`config.mk`:
```
export PLATFORM = sky130hd
export DESIGN_NAME = axil_router_rd_flat
export DESIGN_NICKNAME = d
export VERILOG_FILES = /design/src/rtl/axil_pkg.sv /design/src/rtl/axil_router_rd_if.sv /design/src/rtl/axil_err_resp_rd.sv /design/src/rtl/axil_router_rd.sv /design/src/flat_wrapper.sv
export SDC_FILE = /design/constraint.sdc
export NUM_CORES = 1
export LEC_CHECK = 0
export ABC_AREA = 1
export BUFFER_PORTS_ARGS = -buffer_cell sky130_fd_sc_hd__buf_2
export CORE_AREA = 4 4 84 86
export DETAILED_ROUTE_END_ITERATION = 10
export DIE_AREA = 0 0 88 90
export PLACE_DENSITY = 0.76
export SYNTH_ARGS = -nofsm -noshare
export SYNTH_HDL_FRONTEND = slang
export SYNTH_HIERARCHICAL = 1
export SYNTH_SLANG_ARGS = --single-unit
```
`constraint.sdc`:
```
create_clock -name aclk -period 2 [get_ports aclk]
set_clock_uncertainty 0.1 [all_clocks]
set_input_delay 0.3 -clock aclk [delete_from_list [all_inputs] [get_ports aclk]]
set_output_delay 0.3 -clock aclk [all_outputs]
set_load 0.05 [all_outputs]
```
`src/rtl/axil_pkg.sv`:
```
// Shared AXI-Lite interconnect definitions: bus widths, slave count,
// response codes and the read-router state encoding.
package axil_pkg;

    localparam int AXI_ADDR_WIDTH = 32;
    localparam int AXI_DATA_WIDTH = 32;
    localparam int NUMBER_SLAVE   = 2;

    localparam logic [1:0] RESP_OKAY   = 2'b00;
    localparam logic [1:0] RESP_SLVERR = 2'b10;
    localparam logic [1:0] RESP_DECERR = 2'b11;

    typedef enum logic [1:0] {
        IDLE,
        ADDR,
        DATA,
        ERR
    } state_type_rt;

endpackage

```
`src/rtl/axil_router_rd_if.sv`:
```
// Read-channel bundle of the router: one master-facing AR/R port and NUMBER_SLAVE
// slave-facing AR/R ports. Modport "slave" is the router's view, "master" the environment's.
interface axil_router_rd_if;
    import axil_pkg::*;

    logic [AXI_ADDR_WIDTH-1:0]                    m_axil_araddr;
    logic [2:0]                                   m_axil_arprot;
    logic                                         m_axil_arvalid;
    logic                                         m_axil_arready;
    logic [AXI_DATA_WIDTH-1:0]                    m_axil_rdata;
    logic [1:0]                                   m_axil_rresp;
    logic                                         m_axil_rvalid;
    logic                                         m_axil_rready;

    logic [NUMBER_SLAVE-1:0][AXI_ADDR_WIDTH-1:0]  s_axil_araddr;
    logic [NUMBER_SLAVE-1:0][2:0]                 s_axil_arprot;
    logic [NUMBER_SLAVE-1:0]                      s_axil_arvalid;
    logic [NUMBER_SLAVE-1:0]                      s_axil_arready;
    logic [NUMBER_SLAVE-1:0][AXI_DATA_WIDTH-1:0]  s_axil_rdata;
    logic [NUMBER_SLAVE-1:0][1:0]                 s_axil_rresp;
    logic [NUMBER_SLAVE-1:0]                      s_axil_rvalid;
    logic [NUMBER_SLAVE-1:0]                      s_axil_rready;

    modport slave (
        input  m_axil_araddr, m_axil_arprot, m_axil_arvalid, m_axil_rready,
        input  s_axil_arready, s_axil_rdata, s_axil_rresp, s_axil_rvalid,
        output m_axil_arready, m_axil_rdata, m_axil_rresp, m_axil_rvalid,
        output s_axil_araddr, s_axil_arprot, s_axil_arvalid, s_axil_rready
    );

    modport master (
        output m_axil_araddr, m_axil_arprot, m_axil_arvalid, m_axil_rready,
        output s_axil_arready, s_axil_rdata, s_axil_rresp, s_axil_rvalid,
        input  m_axil_arready, m_axil_rdata, m_axil_rresp, m_axil_rvalid,
        input  s_axil_araddr, s_axil_arprot, s_axil_arvalid, s_axil_rready
    );

endinterface

```
`src/rtl/axil_err_resp_rd.sv`:
```
// Internal default slave: accepts the AR beat with a one-cycle arready pulse,
// then presents a single error R beat (DECERR or SLVERR) with zero data.
module axil_err_resp_rd
    import axil_pkg::*;
(
    input  logic                      clk,
    input  logic                      rst,
    input  logic                      start,
    input  logic                      skip_addr,
    input  logic                      active,
    input  logic [1:0]                resp,
    input  logic                      rready,
    output logic                      arready,
    output logic                      rvalid,
    output logic [AXI_DATA_WIDTH-1:0] rdata,
    output logic [1:0]                rresp,
    output logic                      done
);

    logic addr_done;

    // skip_addr is used when the AR beat was already consumed by a real slave
    always_ff @(posedge clk or posedge rst) begin
        if (rst) begin
            addr_done <= 1'b0;
        end else if (start) begin
            addr_done <= skip_addr;
        end else if (active && !addr_done) begin
            addr_done <= 1'b1;
        end else if (done) begin
            addr_done <= 1'b0;
        end
    end

    always_comb begin
        arready = active && !addr_done;
        rvalid  = active && addr_done;
        rdata   = '0;
        rresp   = rvalid ? resp : RESP_OKAY;
        done    = rvalid && rready;
    end

endmodule

```
`src/rtl/axil_router_rd.sv`:
```
// AXI-Lite read-channel router: one outstanding read, unmapped reads answered with DECERR.
// Optional AXIL_RD_TIMEOUT_EN adds a watchdog that abandons a stuck slave with SLVERR.
module axil_router_rd
    import axil_pkg::*;
#(
    parameter int TIMEOUT_CYCLES = 256
) (
    input  logic                  aclk,
    input  logic                  areset,
    input  logic [NUMBER_SLAVE:0] slv_valid,
    axil_router_rd_if.slave       bus
);

    state_type_rt              state, state_next;
    logic [NUMBER_SLAVE:0]     sel, sel_next, pick;
    logic                      ar_hs, r_hs, timeout;
    logic                      err_start, err_skip, err_arready, err_rvalid, err_done;
    logic [AXI_DATA_WIDTH-1:0] err_rdata;
    logic [1:0]                err_rresp, err_resp;

    // Lowest set bit wins when the address map overlaps
    assign pick  = slv_valid & (~slv_valid + (NUMBER_SLAVE+1)'(1));
    assign ar_hs = bus.m_axil_arvalid && |(sel[NUMBER_SLAVE-1:0] & bus.s_axil_arready);
    assign r_hs  = bus.m_axil_rready && |(sel[NUMBER_SLAVE-1:0] & bus.s_axil_rvalid);

    // A mapped select still held in ERR means the watchdog fired
    assign err_resp = sel[NUMBER_SLAVE] ? RESP_DECERR : RESP_SLVERR;

`ifdef AXIL_RD_TIMEOUT_EN
    localparam int CNT_W = $clog2(TIMEOUT_CYCLES + 1);
    logic [CNT_W-1:0] wait_cnt;
    logic             waiting;

    assign waiting = (state == ADDR && !ar_hs) || (state == DATA && !r_hs);
    assign timeout = waiting && (wait_cnt == CNT_W'(TIMEOUT_CYCLES - 1));

    always_ff @(posedge aclk or posedge areset) begin
        if (areset) begin
            wait_cnt <= '0;
        end else if (state_next != state) begin
            wait_cnt <= '0;
        end else if (waiting) begin
            wait_cnt <= wait_cnt + CNT_W'(1);
        end
    end
`else
    assign timeout = 1'b0;
`endif

    always_ff @(posedge aclk or posedge areset) begin
        if (areset) begin
            state <= IDLE;
            sel   <= '0;
        end else begin
            state <= state_next;
            sel   <= sel_next;
        end
    end

    always_comb begin
        state_next = state;
        sel_next   = sel;
        err_start  = 1'b0;
        err_skip   = 1'b0;
        case (state)
            IDLE: begin
                if (bus.m_axil_arvalid && |slv_valid) begin
                    sel_next = pick;
                    if (pick[NUMBER_SLAVE]) begin
                        state_next = ERR;
                        err_start  = 1'b1;
                    end else begin
                        state_next = ADDR;
                    end
                end
            end
            ADDR: begin
                if (ar_hs) begin
                    state_next = DATA;
                end else if (timeout) begin
                    state_next = ERR;
                    err_start  = 1'b1;
                end
            end
            DATA: begin
                if (r_hs) begin
                    state_next = IDLE;
                    sel_next   = '0;
                end else if (timeout) begin
                    state_next = ERR;
                    err_start  = 1'b1;
                    err_skip   = 1'b1;
                end
            end
            ERR: begin
                if (err_done) begin
                    state_next = IDLE;
                    sel_next   = '0;
                end
            end
            default: begin
                state_next = IDLE;
                sel_next   = '0;
            end
        endcase
    end

    always_comb begin
        bus.m_axil_arready = 1'b0;
        bus.m_axil_rvalid  = 1'b0;
        bus.m_axil_rdata   = '0;
        bus.m_axil_rresp   = RESP_OKAY;
        bus.s_axil_arvalid = '0;
        bus.s_axil_rready  = '0;
        for (int k = 0; k < NUMBER_SLAVE; k++) begin
            bus.s_axil_araddr[k] = bus.m_axil_araddr;
            bus.s_axil_arprot[k] = bus.m_axil_arprot;
        end
        case (state)
            ADDR: begin
                bus.m_axil_arready = |(sel[NUMBER_SLAVE-1:0] & bus.s_axil_arready);
                for (int k = 0; k < NUMBER_SLAVE; k++) begin
                    bus.s_axil_arvalid[k] = sel[k] & bus.m_axil_arvalid;
                end
            end
            DATA: begin
                for (int k = 0; k < NUMBER_SLAVE; k++) begin
                    bus.m_axil_rvalid    = bus.m_axil_rvalid | (sel[k] & bus.s_axil_rvalid[k]);
                    bus.m_axil_rdata     = bus.m_axil_rdata | (bus.s_axil_rdata[k] & {AXI_DATA_WIDTH{sel[k]}});
                    bus.m_axil_rresp     = bus.m_axil_rresp | (bus.s_axil_rresp[k] & {2{sel[k]}});
                    bus.s_axil_rready[k] = sel[k] & bus.m_axil_rready;
                end
            end
            ERR: begin
                bus.m_axil_arready = err_arready;
                bus.m_axil_rvalid  = err_rvalid;
                bus.m_axil_rdata   = err_rdata;
                bus.m_axil_rresp   = err_rresp;
            end
            default: begin
            end
        endcase
    end

    axil_err_resp_rd u_err (
        .clk       (aclk),
        .rst       (areset),
        .start     (err_start),
        .skip_addr (err_skip),
        .active    (state == ERR),
        .resp      (err_resp),
        .rready    (bus.m_axil_rready),
        .arready   (err_arready),
        .rvalid    (err_rvalid),
        .rdata     (err_rdata),
        .rresp     (err_rresp),
        .done      (err_done)
    );

endmodule

```
`src/flat_wrapper.sv`:
```
// flat-port wrapper written by rule: the top's interface ports become plain ports
module axil_router_rd_flat import axil_pkg::*;
#(
    parameter int TIMEOUT_CYCLES = 256
)
  (aclk, areset, slv_valid, bus_m_axil_araddr, bus_m_axil_arprot, bus_m_axil_arvalid, bus_m_axil_rready, bus_s_axil_arready, bus_s_axil_rdata, bus_s_axil_rresp, bus_s_axil_rvalid, bus_m_axil_arready, bus_m_axil_rdata, bus_m_axil_rresp, bus_m_axil_rvalid, bus_s_axil_araddr, bus_s_axil_arprot, bus_s_axil_arvalid, bus_s_axil_rready);
  axil_router_rd_if bus_i ();
  input  logic aclk;
  input  logic areset;
  input  logic [NUMBER_SLAVE:0] slv_valid;
  input wire logic [$bits(bus_i.m_axil_araddr)-1:0] bus_m_axil_araddr;
  input wire logic [$bits(bus_i.m_axil_arprot)-1:0] bus_m_axil_arprot;
  input wire logic [$bits(bus_i.m_axil_arvalid)-1:0] bus_m_axil_arvalid;
  input wire logic [$bits(bus_i.m_axil_rready)-1:0] bus_m_axil_rready;
  input wire logic [$bits(bus_i.s_axil_arready)-1:0] bus_s_axil_arready;
  input wire logic [$bits(bus_i.s_axil_rdata)-1:0] bus_s_axil_rdata;
  input wire logic [$bits(bus_i.s_axil_rresp)-1:0] bus_s_axil_rresp;
  input wire logic [$bits(bus_i.s_axil_rvalid)-1:0] bus_s_axil_rvalid;
  output wire logic [$bits(bus_i.m_axil_arready)-1:0] bus_m_axil_arready;
  output wire logic [$bits(bus_i.m_axil_rdata)-1:0] bus_m_axil_rdata;
  output wire logic [$bits(bus_i.m_axil_rresp)-1:0] bus_m_axil_rresp;
  output wire logic [$bits(bus_i.m_axil_rvalid)-1:0] bus_m_axil_rvalid;
  output wire logic [$bits(bus_i.s_axil_araddr)-1:0] bus_s_axil_araddr;
  output wire logic [$bits(bus_i.s_axil_arprot)-1:0] bus_s_axil_arprot;
  output wire logic [$bits(bus_i.s_axil_arvalid)-1:0] bus_s_axil_arvalid;
  output wire logic [$bits(bus_i.s_axil_rready)-1:0] bus_s_axil_rready;
  assign bus_i.m_axil_araddr = bus_m_axil_araddr;
  assign bus_i.m_axil_arprot = bus_m_axil_arprot;
  assign bus_i.m_axil_arvalid = bus_m_axil_arvalid;
  assign bus_i.m_axil_rready = bus_m_axil_rready;
  assign bus_i.s_axil_arready = bus_s_axil_arready;
  assign bus_i.s_axil_rdata = bus_s_axil_rdata;
  assign bus_i.s_axil_rresp = bus_s_axil_rresp;
  assign bus_i.s_axil_rvalid = bus_s_axil_rvalid;
  assign bus_m_axil_arready = bus_i.m_axil_arready;
  assign bus_m_axil_rdata = bus_i.m_axil_rdata;
  assign bus_m_axil_rresp = bus_i.m_axil_rresp;
  assign bus_m_axil_rvalid = bus_i.m_axil_rvalid;
  assign bus_s_axil_araddr = bus_i.s_axil_araddr;
  assign bus_s_axil_arprot = bus_i.s_axil_arprot;
  assign bus_s_axil_arvalid = bus_i.s_axil_arvalid;
  assign bus_s_axil_rready = bus_i.s_axil_rready;
  axil_router_rd #(.TIMEOUT_CYCLES(TIMEOUT_CYCLES)) u_core (.aclk(aclk), .areset(areset), .slv_valid(slv_valid), .bus(bus_i));
endmodule
```
==> flow_summary.ini <==
[final_layout]
utilization_pct = 34.3
finalNonFillerCells = 467
final_cell_mix = buf_2 (107), nand3_1 (106), nand2_1 (71), conb_1 (34), inv_1 (17)
nNetsFinal = 506
synthToLayoutAreaGrowth_pct = 5.78
fillers = 700
multi_input_area_sq_mm = 0.00107
final_common_cell = buf_2
ff_latch_area_sq_um = 153
layout-drive-gt1-share_pct = 35.9
antenna_cells = 0

[worst_setup_path]
cp_max_fo = 8
ff2ff_path_depth = 10
crit_slowest_cell = dfrtp_2
crit_top_cell = nand2_2
worstSetupStartpoint = u_core/state[0]$_DFFE_PP0P_
cp-end-kind = output port
worstPathArrival_ns = 1.50
crit_required_ns = 1.60
cp_cell_sequence = nand2_2 -> clkinv_2 -> nand2_2 -> inv_1 -> a22o_1 -> clkbuf_4
cp-start-kind = flop
worst-path-stages = 6
crit_type = reg2out
reg2reg_to = u_core/state[1]$_DFFE_PP0P_
ff2ff_setup_slack_ns = 0.45
timing.rr.start = u_core/state[0]$_DFFE_PP0P_
crit_family = flip-flops
worst_path_largest_cell_delay_ns = 0.47
cp.buffers_inverters = 3

[synth]
syn_avg_cell_area_sq_um = 5.82
netlist_instances = 350
synth_cell_type_count = 21
synthArstFlopShare_pct = 100
synth_top_area_share_pct = 40.2
yosys_register_bits = 6
synthesis.area_sq_mm = 0.00204
ys_warn_count = 6
synth-edff-count = 0
ys_seq_area_share_pct = 7.38
synthFlopType = dfrtp_1
synth_area_leaders = buf_4 (40%), nand3_1 (26%), nand2_1 (13%)
yosys.area.top_type = buf_4

[grt]
grt_usage_pct = 13.3
grt_overflow = 0
antenna_found_initial = 2
grt_pass1_vias = 1917
grt_max_degree = 37
grt_first_pass_wirelength_mm = 8.86

[cts]
cts_root_buf = clkbuf_8
clock_tree.htree_level_count = 1
postCtsSetupBuffers = 0
cts_sinks = 6
cts_tree = done
clkLatencyLatePin_ns = 0.22
clk_pin_slew_worst_paths_ns = 0.04
clock_path_buffers = 2
numCtsBuffers = 3

[pwr]
clkPwrFrac_pct = 44.9
pwr-share-seq_pct = 31.0
p_leak_nw = 1.29
pwr_density_cell_mw_per_mm2 = 183
p_sw_w = 0.0000872
irDropWorstVdd_uv = 227
switching_share_pct = 22.1
combPwrFrac_pct = 24.1
p_int_w = 0.000307
power_w = 0.000394

[floorplan]
die_w_microns = 88
core-area_sq_mm = 0.00628
start_util_pct = 32.4
fp.dieH_microns = 90
rows = 29
die_area_sq_mm = 0.00792
ios = 224

[hold_path]
hp-start = bus_m_axil_arvalid
hold_class = in2reg
hold_depth = 3
holdPathEnd = u_core/sel[2]$_DFFE_PP0P_

[sta]
rsz0062_at_grt = no
whs_ns = 0.330
final_hold_viol_count = 0
clock.fmax_ghz = 0.527
period_needed_ns = 1.90
slew_viol_final = 0
finalSetupViolCount = 0
period_share_pct = 94.9
setup_tns_ns = 0

[routing]
drt_iter0_markers = 74
num_vias = 2086
firstDrtPassIters = 4
wire_per_inst_microns = 12.1
drc_errors = 0
postRouteAntennaNets = 0
wl_mm = 5.66
viasPerCell = 4.47

[status]
status = completed

[placed_design]
dp.cells = 463
hpwl_mm = 4.69
portBuffers = 118
place.gp.congestion = 0.890

[flow_run]
maxCapViolCount = 0
==> synth_stat cells (2+ instances only) <==
cell      number
a22o_1         2
dfrtp_1        6
buf_2          5
buf_4        109
nand3_1      106
conb_1         3
nand2_2        2
clkbuf_1       4
buf_1          2
inv_1         17
inv_2          2
nor2_1        12
nand2_1       72
==> state kept, by name (all words and copies together) (netlist names) <==
signal	count
u_core/state	2
u_core/u_err/addr_done	1
u_core/sel	3
==> power groups by stage <==
stage / Sequential, W / Clock (W) / Combinational [W]
6_report: 0.000122 / 0.000177 / 0.0000951
5_1_grt: 0.000122 / 0.000193 / 0.000110
4_1_cts: 0.000122 / 0.000185 / 0.0000951
3_5_place_dp: 0.000124 / 0 / 0.0000933
3_3_place_gp: 0.000124 / 0 / 0.0000919
2_1_floorplan: 0.000124 / 0 / 0.000436
==> worst max-delay path by stage <==
stage                            end  slack [ns]
6_report           bus_m_axil_rvalid        0.10
5_1_grt         bus_m_axil_rdata[25]        0.01
2_1_floorplan  bus_s_axil_arvalid[1]        0.06
3_5_place_dp    bus_m_axil_rdata[20]        0.22
4_1_cts         bus_m_axil_rdata[25]       0.004
3_3_place_gp    bus_m_axil_rdata[11]        0.23
==> metal layers <==
layer / vias up / global-route usage, % / routed length (microns)
li1: 1073 / - / -
met1: 909 / 15.3 / 2190
met2: 75 / 22.2 / 2730
met3: 25 / 5.03 / 554
met4: 4 / 4.86 / 157
met5: - / 0 / 27
==> worst register-to-register path, cell delays in order, from the launching register on <==
cell and delay, ns:
dfrtp_2 0.47, nand2_2 0.11, clkinv_2 0.12, nand3_1 0.14, inv_1 0.06, nor2_2 0.15
inv_2 0.04, nand2_1 0.08, nor2_1 0.06, nand2_1 0.06, nand2_1 0.05
==> metrics by stage <==
| step | area [sq um] | worst slack (ns) |
|---|---|---|
| 3_3_place_gp | 2070 | 0.233 |
| 4_1_cts | 2130 | 0.00377 |
| 2_1_floorplan | 2160 | 0.0645 |
| 5_1_grt | 2150 | 0.0131 |
| 3_5_place_dp | 2070 | 0.222 |
| 6_report | 2150 | 0.103 |
==> cells by family after synthesis <==
| kind of cell | share of synthesized area, % |
|---|---|
| other | 0.553 |
| AO/OA/AOI/OAI | 1.78 |
| AND/OR/NAND/NOR | 44.0 |
| buffers and inverters | 46.3 |
| flip-flops | 7.38 |
==> area by class of cell <==
cell class | instances | share of cell area (%)
clock buffer | 3 | 1.92
inverter | 20 | 3.54
multi-input combinational | 235 | 49.6
sequential | 6 | 7.09
tap | 77 | 4.47
timing repair buffer | 126 | 33.4
==> timing repair <==
action,4_1_cts,5_1_grt
hold buffers,1,0
cloned,0,0
hold endpoints to repair,6,0
pin swaps,0,0
resized for setup,2,11
setup endpoints to repair,2,39
Note: power is estimated with default switching activity, not from simulation.
